[src/rtl/instr_fetch_ctrl.sv]
// Fetch/decode/execute sequencer between the program counter + instruction ROM and the datapath.
// Moore machine: every output is a registered decode of the next state and the next IR contents.
`timescale 1ns/1ps

module instr_fetch_ctrl #(
  parameter int INSTR_W   = 16,
  parameter int D_ADDR_W  = 8,
  parameter int RF_ADDR_W = 4
) (
  input  logic                 Clock,
  input  logic                 Clr_n,
  input  logic [INSTR_W-1:0]   Instr,
  output logic                 PC_clr,
  output logic                 PC_up,
  output logic                 IR_ld,
  output logic [D_ADDR_W-1:0]  D_addr,
  output logic                 D_wr,
  output logic                 RF_s,
  output logic [RF_ADDR_W-1:0] RF_W_addr,
  output logic                 RF_W_en,
  output logic [RF_ADDR_W-1:0] RF_Ra_addr,
  output logic                 RF_Ra_en,
  output logic [RF_ADDR_W-1:0] RF_Rb_addr,
  output logic                 RF_Rb_en,
  output logic [2:0]           ALU_s0,
  output logic                 Halted
);

  typedef enum logic [3:0] {
    S_INIT   = 4'd0,
    S_FETCH  = 4'd1,
    S_DECODE = 4'd2,
    S_STORE  = 4'd3,
    S_LOAD_A = 4'd4,
    S_LOAD_B = 4'd5,
    S_ADD    = 4'd6,
    S_SUB    = 4'd7,
    S_HALT   = 4'd8,
    S_NOOP   = 4'd9
  } state_t;

  localparam logic [3:0] OP_STORE = 4'b0001;
  localparam logic [3:0] OP_LOAD  = 4'b0010;
  localparam logic [3:0] OP_ADD   = 4'b0011;
  localparam logic [3:0] OP_SUB   = 4'b0100;
  localparam logic [3:0] OP_HALT  = 4'b0101;

  localparam logic [2:0] ALU_PASS = 3'b000;
  localparam logic [2:0] ALU_ADD  = 3'b001;
  localparam logic [2:0] ALU_SUB  = 3'b010;

  state_t               state_r;
  state_t               state_next_s;
  logic [INSTR_W-1:0]   ir_r;
  logic [INSTR_W-1:0]   ir_next_s;
  logic [3:0]           op_cur_s;
  logic [3:0]           op_next_s;

  logic                 pc_clr_s;
  logic                 pc_up_s;
  logic                 ir_ld_s;
  logic [D_ADDR_W-1:0]  d_addr_s;
  logic                 d_wr_s;
  logic                 rf_s_s;
  logic [RF_ADDR_W-1:0] rf_w_addr_s;
  logic                 rf_w_en_s;
  logic [RF_ADDR_W-1:0] rf_ra_addr_s;
  logic                 rf_ra_en_s;
  logic [RF_ADDR_W-1:0] rf_rb_addr_s;
  logic                 rf_rb_en_s;
  logic [2:0]           alu_s0_s;
  logic                 halted_s;

  assign op_cur_s  = ir_r[INSTR_W-1 -: 4];
  assign op_next_s = ir_next_s[INSTR_W-1 -: 4];

  // Next-state and next-IR selection.
  always_comb begin
    state_next_s = state_r;
    ir_next_s    = ir_r;
    case (state_r)
      S_INIT:   state_next_s = S_FETCH;
      S_FETCH: begin
        state_next_s = S_DECODE;
        ir_next_s    = Instr;
      end
      S_DECODE: begin
        // NOOP and unused opcodes take an idle execute slot to keep the 3-cycle cadence.
        case (op_cur_s)
          OP_STORE: state_next_s = S_STORE;
          OP_LOAD:  state_next_s = S_LOAD_A;
          OP_ADD:   state_next_s = S_ADD;
          OP_SUB:   state_next_s = S_SUB;
          OP_HALT:  state_next_s = S_HALT;
          default:  state_next_s = S_NOOP;
        endcase
      end
      S_STORE:  state_next_s = S_FETCH;
      S_LOAD_A: state_next_s = S_LOAD_B;
      S_LOAD_B: state_next_s = S_FETCH;
      S_ADD:    state_next_s = S_FETCH;
      S_SUB:    state_next_s = S_FETCH;
      S_NOOP:   state_next_s = S_FETCH;
      S_HALT:   state_next_s = S_HALT;
      default:  state_next_s = S_INIT;
    endcase
  end

  // Output decode of the state/IR pair that becomes current on the next edge.
  always_comb begin
    pc_clr_s     = 1'b0;
    pc_up_s      = 1'b0;
    ir_ld_s      = 1'b0;
    d_wr_s       = 1'b0;
    rf_s_s       = 1'b0;
    rf_w_en_s    = 1'b0;
    rf_ra_en_s   = 1'b0;
    rf_rb_en_s   = 1'b0;
    alu_s0_s     = ALU_PASS;
    halted_s     = 1'b0;
    d_addr_s     = ir_next_s[4 +: D_ADDR_W];
    rf_w_addr_s  = ir_next_s[0 +: RF_ADDR_W];
    rf_rb_addr_s = ir_next_s[4 +: RF_ADDR_W];
    // STORE reads its source register from the low field; ADD/SUB use the high field.
    if (op_next_s == OP_STORE) begin
      rf_ra_addr_s = ir_next_s[0 +: RF_ADDR_W];
    end else begin
      rf_ra_addr_s = ir_next_s[8 +: RF_ADDR_W];
    end
    case (state_next_s)
      S_INIT:   pc_clr_s = 1'b1;
      S_FETCH: begin
        pc_up_s = 1'b1;
        ir_ld_s = 1'b1;
      end
      S_DECODE: pc_up_s = 1'b0;
      S_STORE: begin
        rf_ra_en_s = 1'b1;
        alu_s0_s   = ALU_PASS;
        d_wr_s     = 1'b1;
      end
      S_LOAD_A: rf_s_s = 1'b1;
      S_LOAD_B: begin
        rf_s_s    = 1'b1;
        rf_w_en_s = 1'b1;
      end
      S_ADD: begin
        rf_ra_en_s = 1'b1;
        rf_rb_en_s = 1'b1;
        alu_s0_s   = ALU_ADD;
        rf_w_en_s  = 1'b1;
      end
      S_SUB: begin
        rf_ra_en_s = 1'b1;
        rf_rb_en_s = 1'b1;
        alu_s0_s   = ALU_SUB;
        rf_w_en_s  = 1'b1;
      end
      S_HALT:   halted_s = 1'b1;
      S_NOOP:   pc_up_s  = 1'b0;
      default:  pc_clr_s = 1'b1;
    endcase
  end

  // State and instruction register.
  always_ff @(posedge Clock or negedge Clr_n) begin
    if (!Clr_n) begin
      state_r <= S_INIT;
      ir_r    <= {INSTR_W{1'b0}};
    end else begin
      state_r <= state_next_s;
      ir_r    <= ir_next_s;
    end
  end

  // Registered outputs; reset values equal the INIT decode with a cleared IR.
  always_ff @(posedge Clock or negedge Clr_n) begin
    if (!Clr_n) begin
      PC_clr     <= 1'b1;
      PC_up      <= 1'b0;
      IR_ld      <= 1'b0;
      D_addr     <= {D_ADDR_W{1'b0}};
      D_wr       <= 1'b0;
      RF_s       <= 1'b0;
      RF_W_addr  <= {RF_ADDR_W{1'b0}};
      RF_W_en    <= 1'b0;
      RF_Ra_addr <= {RF_ADDR_W{1'b0}};
      RF_Ra_en   <= 1'b0;
      RF_Rb_addr <= {RF_ADDR_W{1'b0}};
      RF_Rb_en   <= 1'b0;
      ALU_s0     <= ALU_PASS;
      Halted     <= 1'b0;
    end else begin
      PC_clr     <= pc_clr_s;
      PC_up      <= pc_up_s;
      IR_ld      <= ir_ld_s;
      D_addr     <= d_addr_s;
      D_wr       <= d_wr_s;
      RF_s       <= rf_s_s;
      RF_W_addr  <= rf_w_addr_s;
      RF_W_en    <= rf_w_en_s;
      RF_Ra_addr <= rf_ra_addr_s;
      RF_Ra_en   <= rf_ra_en_s;
      RF_Rb_addr <= rf_rb_addr_s;
      RF_Rb_en   <= rf_rb_en_s;
      ALU_s0     <= alu_s0_s;
      Halted     <= halted_s;
    end
  end

endmodule

[config.mk]
export PLATFORM = sky130hd
export DESIGN_NAME = instr_fetch_ctrl
export DESIGN_NICKNAME = d
export VERILOG_FILES = /design/src/rtl/instr_fetch_ctrl.sv
export SDC_FILE = /design/constraint.sdc
export NUM_CORES = 1
export LEC_CHECK = 0
export ABC_AREA = 1
export CAP_MARGIN = 40
export CORE_MARGIN = 2
export CORE_UTILIZATION = 55
export DETAILED_ROUTE_END_ITERATION = 16
export DONT_BUFFER_PORTS = 1
export GPL_TIMING_DRIVEN = 0
export PLACE_DENSITY = 0.8
export SLEW_MARGIN = 5
export SYNTH_ARGS = -nofsm -noshare
export SYNTH_HDL_FRONTEND = slang
export SYNTH_SLANG_ARGS = --single-unit
export TNS_END_PERCENT = 30
[constraint.sdc]
create_clock -name Clock -period 1.9 [get_ports Clock]
set_input_delay 0.095 -clock Clock [delete_from_list [all_inputs] [get_ports Clock]]
set_output_delay 0.095 -clock Clock [all_outputs]
set_load 0.01 [all_outputs]
==> results.json <==
{
  "die_y_um": 57.46,
  "seq_area_frac_synth_pct": 54.22,
  "rsz0062_at_grt": "no",
  "power-per-cell-area_nw_per_um2": 1896,
  "clock.fmax_mhz": 649.4,
  "synth_compound_area_share_pct": 1.752,
  "viasPerCell": 5.140,
  "cts_resized": 0,
  "place_hpwl_um": 2142,
  "crit_path_end_kind": "register",
  "synthesis.nets": 200,
  "cts_tree": "built",
  "numCtsBuffers": 5,
  "grt_pass1_wl_um": 5306,
  "boundaryPins": 50,
  "placed_area_um2": 1610,
  "grt_overflow": 0,
  "drv_slew": 0,
  "status": "finished, final reports clean",
  "synth_cell_types": 19,
  "muxShareOfSynthArea_pct": 0,
  "place_worst_setup_slack_ps": 459.8,
  "synth_enable_flop_cells": 0,
  "syn_inst": 182,
  "wl_per_cell_um": 13.81,
  "yosysMostFrequentCell": "nand2_1",
  "worstPathArrival_ps": 1760,
  "synth_top_cell_area_share_pct": 52.55,
  "insertion_delay_ps": 330,
  "cts-root-buf": "clkbuf_4",
  "async_reset_ff_share_pct": 100.0,
  "synth.area.top_cells": "dfrtp_1 53%, nand2_1 17%, buf_4 8.6%",
  "coreArea_um2": 2734,
  "dieWidth_um": 57.46,
  "worst_slack_ps": 360.1,
  "drt_iter0_drc": 37,
  "grt_pass1_vias": 1194,
  "synth_common_cells": "70 x nand2_1, 33 x dfrtp_1, 18 x buf_4",
  "syn_area_um2": 1572,
  "tns_ps": 0,
  "reg2reg_slack_ps": 360,
  "ys_ff_latch": 34,
  "area_delta_synth_final_pct": 17.20,
  "design_area_um2": 1842,
  "ant_nets": 0,
  "htree_levels": 2,
  "cellLeakagePower_nw": 1.001,
  "yosys.area.top_type": "dfrtp_1",
  "synthFlopType": "dfrtp_1",
  "clockBufferDepth": 2,
  "synth_top_family_by_area": "simple AND/OR/NAND/NOR gates",
  "port_buffers": 0,
  "dr_total_vias": 1213,
  "nNetsFinal": 224,
  "hold_class": "in2reg",
  "critical_path_class": "reg2reg",
  "period_share_pct": 81.04,
  "placementRows": 19,
  "finalHoldViolCount": 0,
  "fp.dieArea_um2": 3301,
  "synthSimpleGateAreaFrac_pct": 31.29,
  "start_util_pct": 57.48,
  "clk_pin_slew_worst_paths_ps": 90,
  "synth_area_per_cell_um2": 8.635,
  "holdWs_ps": 87.19,
  "cts.sinks": 34,
  "critPathMaxFanout": 8,
  "drc": 0,
  "yosys.area_share.xor_xnor_pct": 0,
  "drt-pass1-iter-count": 4,
  "cap_violations": 0,
  "grt_antenna_before_repair": 0,
  "cp.required_ps": 2120,
  "critPathLaunchType": "register",
  "synthAdderAreaFrac_pct": 0,
  "final_layout_size_suffix_gt1_share_pct": 23.41,
  "drt-total-wl_um": 3259,
  "skew_ps": 3.305,
  "finalSetupViolCount": 0,
  "place.gp.congestion": 0.7158,
  "grt_usage_pct": 21.59,
  "post-route-util_pct": 67.37,
  "grt_max_degree": 35,
  "min_period_ps": 1540,
  "ir_drop_v": 0.001445,
  "yosys_warnings": 0,
  "n_antenna_cell": 0
}
## path summary, 6_finish.rpt
check | from | end | depth (start not counted)
min in group asynchronous | Clr_n | RF_W_addr[0]$_DFF_PN0_ | 2
max in group asynchronous | Clr_n | PC_clr$_DFF_PN1_ | 2
worst min register to register | RF_Rb_addr[1]$_DFFE_PN0P_ | RF_Rb_addr[1]$_DFFE_PN0P_ | 2
worst min-delay path | Instr[12] | ir_r[12]$_DFF_PN0_ | 4
worst max register to register | state_r[3]$_DFF_PN0_ | RF_Ra_addr[1]$_DFF_PN0_ | 8
worst max-delay path | state_r[3]$_DFF_PN0_ | RF_Ra_addr[1]$_DFF_PN0_ | 8
## per-stage QoR
step                power [mW]  instances
finish                   3.491        236
global route             3.771        236
CTS                      3.477        236
detailed placement       3.028        213
global placement         2.947        213
floorplan                2.706        182
## cell families after synthesis
kind of cell           count (synthesis)
other                                  1
buffers and inverters                 32
AO/OA/AOI/OAI                          5
flip-flops                            34
AND/OR/NAND/NOR                      110
## routing by layer
layer	up-vias	global-route usage, %	share of wire [%]
li1	584	-	-
met1	567	23.83	38
met2	51	37.50	51
met3	11	7.483	7.6
met4	0	9.302	2.9
met5	-	0	0
## critical path, stage by stage, from the launching register on
cell and delay, ps:
dfrtp_1 450, nor2_2 230, nand2_4 120, nand2_1 90, nand2_2 80, nor2_4 190
nand2_2 110, nand2_1 90, nand2_1 70
## power breakdown
group / total, mW / switching (mW) / internal (mW)
registers: 1.28 / 0.244 / 1.03
logic: 1.83 / 1.15 / 0.684
clock network: 0.384 / 0.218 / 0.167
total: 3.49 / 1.61 / 1.88
## cells in the final DEF (no fill, tap or decap)
master | synthesis | routed
dfstp_2 | 1 | 1
o21ai_0 | 1 | 1
buf_6 | 1 | 1
inv_1 | 8 | 8
buf_12 | 0 | 1
buf_2 | 1 | 1
inv_2 | 4 | 4
nand2_4 | 1 | 1
nand2_1 | 70 | 70
nor2_1 | 13 | 13
nand3_1 | 10 | 10
dlygate4sd3_1 | 0 | 16
o211ai_1 | 1 | 1
buf_4 | 18 | 18
dfrtp_1 | 33 | 33
clkbuf_4 | 0 | 5
a21oi_1 | 3 | 3
clkbuf_8 | 0 | 1
nor2_4 | 4 | 4
conb_1 | 1 | 1
nand2_2 | 9 | 9
nor2_2 | 2 | 2
nor3_1 | 1 | 1
## state kept, by name, summed over array words and instances, names as in the netlist
name,count
ir_r,6
RF_W_addr,3
D_addr,4
D_wr,1
Halted,1
IR_ld,1
RF_W_en,1
RF_s,1
RF_Ra_en,1
PC_clr,1
RF_Ra_addr,4
RF_Rb_addr,3
state_r,4
ALU_s0,2
RF_Rb_en,1
## timing repair
item,CTS,global route
setup buffers,0,0
endpoints found under the hold margin,53,0
hold buffers,17,0
## final cells by class
cell class,instances,area (µm²)
tap,31,38.79
clock buffer,6,51.30
multi-input combinational,116,523.0
fill,223,892.1
sequential,34,852.1
buffer,20,151.4
timing repair buffer,17,180.2
inverter,12,45.04
No activity file was read; power rests on OpenSTA's default activity.
